<file path="config.mk">
export PLATFORM = sky130hd
export DESIGN_NAME = wave_ctrl
export DESIGN_NICKNAME = d
export VERILOG_FILES = /design/src/rtl/wave_ctrl.sv
export SDC_FILE = /design/constraint.sdc
export NUM_CORES = 1
export LEC_CHECK = 0
export CAP_MARGIN = 5
export CORE_MARGIN = 2
export CORE_UTILIZATION = 60
export CTS_CLUSTER_SIZE = 30
export DETAILED_ROUTE_END_ITERATION = 8
export PLACE_DENSITY_LB_ADDON = 0.05
export SLEW_MARGIN = 10
export SYNTH_ARGS = -nofsm -noshare
export SYNTH_HDL_FRONTEND = slang
export SYNTH_SLANG_ARGS = --single-unit
</file>
<file path="constraint.sdc">
create_clock -name clk -period 6.8 [get_ports clk]
set_clock_uncertainty 0.2 [all_clocks]
set_input_delay 0.68 -clock clk [delete_from_list [all_inputs] [get_ports clk]]
set_output_delay 0.68 -clock clk [all_outputs]
set_load 0.05 [all_outputs]
</file>
<file path="src/rtl/wave_ctrl.sv">
// rtl/wave_ctrl.sv - run-control sequencer and phase accumulator for the waveform ROM
// Define WAVE_CTRL_SWEEP_EN to compile in the linear frequency sweep applied at each wrap.
module wave_ctrl #(
  parameter int ACC_W = 24,
  parameter int LAT   = 2
) (
  input  logic             clk,
  input  logic             rst,
  input  logic             start,
  input  logic             stop,
  input  logic [ACC_W-1:0] ftw,
  input  logic [1:0]       wave_sel,
`ifdef WAVE_CTRL_SWEEP_EN
  input  logic [ACC_W-1:0] ftw_step,
  input  logic [ACC_W-1:0] ftw_limit,
`endif
  output logic             rom_en,
  output logic [1:0]       rom_select,
  output logic [7:0]       rom_phase,
  output logic             sample_valid,
  output logic             wrap,
  output logic             busy
);

  localparam logic [1:0] S_IDLE  = 2'd0;
  localparam logic [1:0] S_PRIME = 2'd1;
  localparam logic [1:0] S_RUN   = 2'd2;
  localparam logic [1:0] S_DRAIN = 2'd3;

  localparam int               CNT_W    = (LAT > 1) ? $clog2(LAT) : 1;
  localparam logic [CNT_W-1:0] CNT_LAST = CNT_W'(LAT - 1);

  logic [1:0]       state;
  logic [1:0]       state_nxt;
  logic [CNT_W-1:0] prime_cnt;
  logic [ACC_W-1:0] acc;
  logic [ACC_W-1:0] ftw_act;
  logic [1:0]       sel_act;
  logic [LAT-1:0]   valid_sr;
  logic [ACC_W:0]   acc_sum;
  logic             carry;
  logic [ACC_W-1:0] ftw_reload;

  assign acc_sum = {1'b0, acc} + {1'b0, ftw_act};
  assign carry   = acc_sum[ACC_W];

`ifdef WAVE_CTRL_SWEEP_EN
  // Extra sum bit keeps the clamp correct when ftw_act + ftw_step overflows ACC_W.
  logic [ACC_W:0] sweep_sum;
  assign sweep_sum  = {1'b0, ftw_act} + {1'b0, ftw_step};
  assign ftw_reload = (sweep_sum > {1'b0, ftw_limit}) ? ftw_limit : sweep_sum[ACC_W-1:0];
`else
  assign ftw_reload = ftw;
`endif

  always_comb begin
    state_nxt = state;
    case (state)
      S_IDLE:  if (start) state_nxt = S_PRIME;
      S_PRIME: begin
        if (stop)                       state_nxt = S_IDLE;
        else if (prime_cnt == CNT_LAST) state_nxt = S_RUN;
      end
      S_RUN:   if (stop) state_nxt = S_DRAIN;
      S_DRAIN: if (carry || (ftw_act == '0)) state_nxt = S_IDLE;
      default: state_nxt = S_IDLE;
    endcase
  end

  always_ff @(posedge clk or posedge rst) begin
    if (rst) begin
      state     <= S_IDLE;
      prime_cnt <= '0;
      acc       <= '0;
      ftw_act   <= '0;
      sel_act   <= 2'b00;
      wrap      <= 1'b0;
      rom_en    <= 1'b0;
      busy      <= 1'b0;
    end else begin
      state  <= state_nxt;
      rom_en <= (state_nxt != S_IDLE);
      busy   <= (state_nxt != S_IDLE);
      wrap   <= 1'b0;
      case (state)
        S_IDLE: begin
          acc       <= '0;
          prime_cnt <= '0;
          if (start) begin
            ftw_act <= ftw;
            sel_act <= wave_sel;
          end
        end
        S_PRIME: begin
          acc       <= '0;
          prime_cnt <= prime_cnt + CNT_W'(1);
        end
        S_RUN: begin
          acc  <= acc_sum[ACC_W-1:0];
          wrap <= carry;
          // Reload on the carry edge so the new waveform starts exactly at phase wrap.
          if (carry) begin
            ftw_act <= ftw_reload;
            sel_act <= wave_sel;
          end
        end
        S_DRAIN: begin
          wrap <= carry;
          acc  <= (state_nxt == S_IDLE) ? '0 : acc_sum[ACC_W-1:0];
        end
        default: acc <= '0;
      endcase
    end
  end

  // Shift register tracks ROM pipeline latency; cleared together with rom_en.
  always_ff @(posedge clk or posedge rst) begin
    if (rst) begin
      valid_sr <= '0;
    end else if (state_nxt == S_IDLE) begin
      valid_sr <= '0;
    end else begin
      valid_sr[0] <= rom_en;
      for (int i = 1; i < LAT; i++) begin
        valid_sr[i] <= valid_sr[i-1];
      end
    end
  end

  assign sample_valid = valid_sr[LAT-1];
  assign rom_select   = sel_act;
  assign rom_phase    = acc[ACC_W-1 -: 8];

endmodule
</file>
# --- Word-level counts from Yosys, hierarchy flattened ---
# Index checks and enable logic that the tools add are counted.
totals:
  register_bits: 57
  input_bits: 30
  output_inout_bits: 14
  elab_cells: 42
op_classes:
  add_sub_neg: 2
  n_eq_ne: 5
  mux: 17
  reduce_logical: 10
op_table:
  columns: ["operator", "n"]
  rows:
  - ["$mux 24", 3]
  - ["$pmux 24 s3", 1]
  - ["$pmux 24 s2", 1]
  - ["$add 24x24->25", 1]
  - ["$logic_not 24->1", 1]
  - ["$mux 2", 8]
  - ["$pmux 2 s4", 1]
  - ["$reduce_bool 2->1", 3]
  - ["$eq 2x2->1 const B", 2]
  - ["$logic_not 2->1", 2]
  - ["$ne 2x2->1 const B", 2]
  - ["$pmux 2 s2", 1]
  - ["$reduce_or 2->1", 2]
  - ["$reduce_and 3->1", 1]
  - ["$eq 2x1->1 const B", 1]
  - ["$pmux 1 s2", 1]
  - ["$add 1x1->1 const B", 1]
  - ["$logic_or 1x1->1", 1]
  - ["$mux 1", 1]

# --- Depth between registers and ports, before layout ---
depth:
  word_depth: 7
  ltp_mapped: 12
  depth_no_buf: 11

# --- Least setup slack after synthesis ---
# No wires, ideal clock.
synth_path:
  kind: "register to register"
  start: "register ftw_act[0]"
  end: "register ftw_act[10]"
  setup_time_ps: 125
  arrival_time_ps: 2876
  required_ps: 6475
  path_slack_ps: 3600
  path_stages_with_launch: 13
  n_path_buf: 1
  synth_period_minus_slack_ps: 3200
  path_cell_list: "dfrtp_1 ha_1 inv_1 fa_1 nor2b_4 o31a_1 o41ai_4 o21ai_2 a31oi_4 o221ai_2 o311ai_4 buf_6 mux2_2"
synth_via:
  elab_chain_len: 3
synth_lines:
  columns: ["item", "line_no", "rtl"]
  rows:
  - ["from (decl)", "37", "logic [ACC_W-1:0] ftw_act;"]
  - ["from (signal assigned)", "90", "ftw_act <= ftw;"]
  - ["from (signal assigned)", "103", "ftw_act <= ftw_reload;"]
  - ["$add 24x24->25", "44", "assign acc_sum = {1'b0, acc} + {1'b0, ftw_act};"]
  - ["$ne 2x2->1 (no source line)", null, null]
  - ["$reduce_and 3->1 (no source line)", null, null]
# No other way between the ends.
# A chain may end at the register's enable or synchronous reset.

# --- Worst setup path after layout ---
layout_path:
  start: "register ftw_act[0]"
  end: "register ftw_act[5]"
# Same word-level chain as after synthesis.

==> metrics.txt <==
Max Fclk=260.1 MHz; R2R Setup Slk=2.96 ns; Initial Utilization=0.6161; r2r endpoint=ftw_act[5]; Worst-Skew Late Latency=0.35 ns; Ports=44; post-CTS sizing=0; Most used DFF post-synth=dfrtp_1; count of clock tree sinks=57; # hold bufs at CTS=0; CTS buffer count=9; Antenna Nets Post-Route=0; Yosys Warn Count=0; row count=27; routed via count=2,573; synth top area cells=dfrtp_1 (42%), ha_1 (8.9%), mux2_2 (8.3%), nor2_1 (3.8%), a21oi_1 (3.3%); Mapped Cells=328; Mapped Area=3372 sq um; synthesis-to-layout area growth=17.81%; RSZ-0062 raised after global routing=false; Die Ht=78.97 um; commonest non-fill, non-tap cell in the layout=dfrtp_1; Hold Path Origin=valid_sr[0]; Final nets=421; CP Max Fanout=15; Yosys top cell by area=dfrtp_1; drt wl/cell=15.14 um; CP delay by family, top=compound AO/OA/AOI/OAI gates; remaining global-route overflow=0; GP Congestion=0.8728; Syn Nets=383; clock-pin transition on the worst setup and hold timing paths=0.06 ns; Final Hold Viols=0; Final TNS setup=0 ns; Synth Register Bits=57; Setup Buffers After CTS=0; DP HPWL=4975 um; vias in the first global route=2,465; WP buf/inv=2; Ant. Diodes=0; worst endpoint required time=6.82 ns; Residual DRC=0; Startpoint Class=flip-flop; Tcrit/Tclk final=0.5654; register area share after synthesis=0.4230; crit path capture type=flip-flop; Port Buffers=43; Initial DRT Pass Iterations=4; most frequent cells in the layout=dfrtp_1 (57), clkdlybuf4s50_1 (43), nor2_1 (34); worst-margin pin slew=0.8076 ns; DIE WIDTH=78.97 um; hold path depth=1; drt total wl=6693 um; max incr delay on CP=0.64 ns; drt initial violations=196; Total GRT Usage=0.2417; Netlist cell types=54; H-tree levels=3; Pins Over Slew Limit=0; Synth top area share=0.4230; first-pass GRT wire length=11,410 um; mean area per synthesized cell=10.28 sq um; largest net degree at the start of global routing=58; Vias/cell=5.821; Max-cap violations=0; CTS root buffer=clkbuf_8; Worst EP arrival=3.87 ns; Worst path slowest cell=o311ai_4; min-delay worst type=reg2reg; Reg-to-Reg Start=ftw_act[0]; hold endpoint=valid_sr[1]; CP cell instances=ha_1 -> inv_1 -> fa_1 -> nor2b_4 -> o31a_1 -> o41ai_4 -> o21ai_2 -> a31oi_4 -> o221ai_2 -> o311ai_4 -> buf_4 -> mux2_2; fin crit period=3.845 ns; full die area=6235 sq um; Slew headroom=0.4616; worst r2r path cells=12; Core ar.=5473 sq um; layout cells sized above 1=0.1324; clock buffer depth=2; Final setup viols=0; EDFF count, synth=0; ys async rst share=1.000; CTS tree=built; status=completed; critical path start-end classification=reg2reg; initial antenna violation count=0
[worst reg2reg max path: stages, from the launching register on]
cell and delay (ns):
dfrtp_1 0.40, ha_1 0.22, inv_1 0.07, fa_1 0.22, nor2b_4 0.06, o31a_1 0.29
o41ai_4 0.27, o21ai_2 0.17, a31oi_4 0.25, o221ai_2 0.19, o311ai_4 0.64, buf_4 0.37
mux2_2 0.37
[kinds of logic after synthesis]
kind of cell,Yosys count,share of synthesized area
xor+xnor,15,0.03896
fa+ha+maj,25,0.09499
flops,57,0.4230
compound gates,83,0.1800
mux,27,0.08980
simple gates,86,0.1199
buf+inv,35,0.05343
[per-layer routing]
metal,share of wire,up-vias,GRT usage
met5,0,-,0
met2,0.47,66,0.3695
met3,0.056,8,0.08750
met1,0.46,1248,0.3193
li1,-,1251,-
met4,0.012,0,0.08276
[Yosys cell counts, drive strengths merged, types with 3 or more instances]
master / n
clkbuf: 8
nand3: 6
nor2: 34
a21oi: 22
nor3: 9
xnor2: 10
xor2: 5
ha: 24
and2: 3
mux2: 26
a31oi: 3
buf: 11
inv: 16
o21a: 3
nand2: 16
a21o: 8
dfrtp: 57
nor4: 8
a211oi: 3
o21ai: 18
[through the flow]
stage,hold slack [ns],area (sq um),instances,util,worst slack [ns]
4_1_cts,0.2662,3973,442,0.7259,2.922
3_5_place_dp,0.2518,3795,427,0.6934,2.958
3_3_place_gp,0.2385,3795,427,0.6934,3.045
2_1_floorplan,0.2277,3372,328,-,3.600
5_1_grt,0.2858,3973,442,0.7259,2.750
6_report,0.2622,3973,442,0.7259,2.955
[sequential cells by signal, indices dropped and copies added, names as in the netlist]
name,flops
valid_sr,2
rom_select,2
wrap,1
acc,24
state,2
prime_cnt,1
busy,1
ftw_act,24
[final cells by class]
class / instances / area, sq um
clock inverter: 3 / 42.54
inverter: 16 / 60.06
sequential: 57 / 1426
tap: 72 / 90.09
multi-input combinational: 236 / 1765
clock buffer: 12 / 135.1
fill: 435 / 1500
timing repair buffer: 46 / 452.9
[worst max-delay path by stage]
stage,from,end,slack [ns],cells after the start
global placement,ftw_act[0],rom_select[1],3.04,12
global route,ftw_act[0],ftw_act[5],2.75,12
CTS,ftw_act[0],ftw_act[5],2.92,12
detailed placement,ftw_act[0],ftw_act[5],2.96,12
finish,ftw_act[0],ftw_act[5],2.96,12
floorplan,ftw_act[0],ftw_act[10],3.60,12
Power is not shown: default switching activity piles up to over one toggle a cycle in this logic, so the estimate is an artifact.
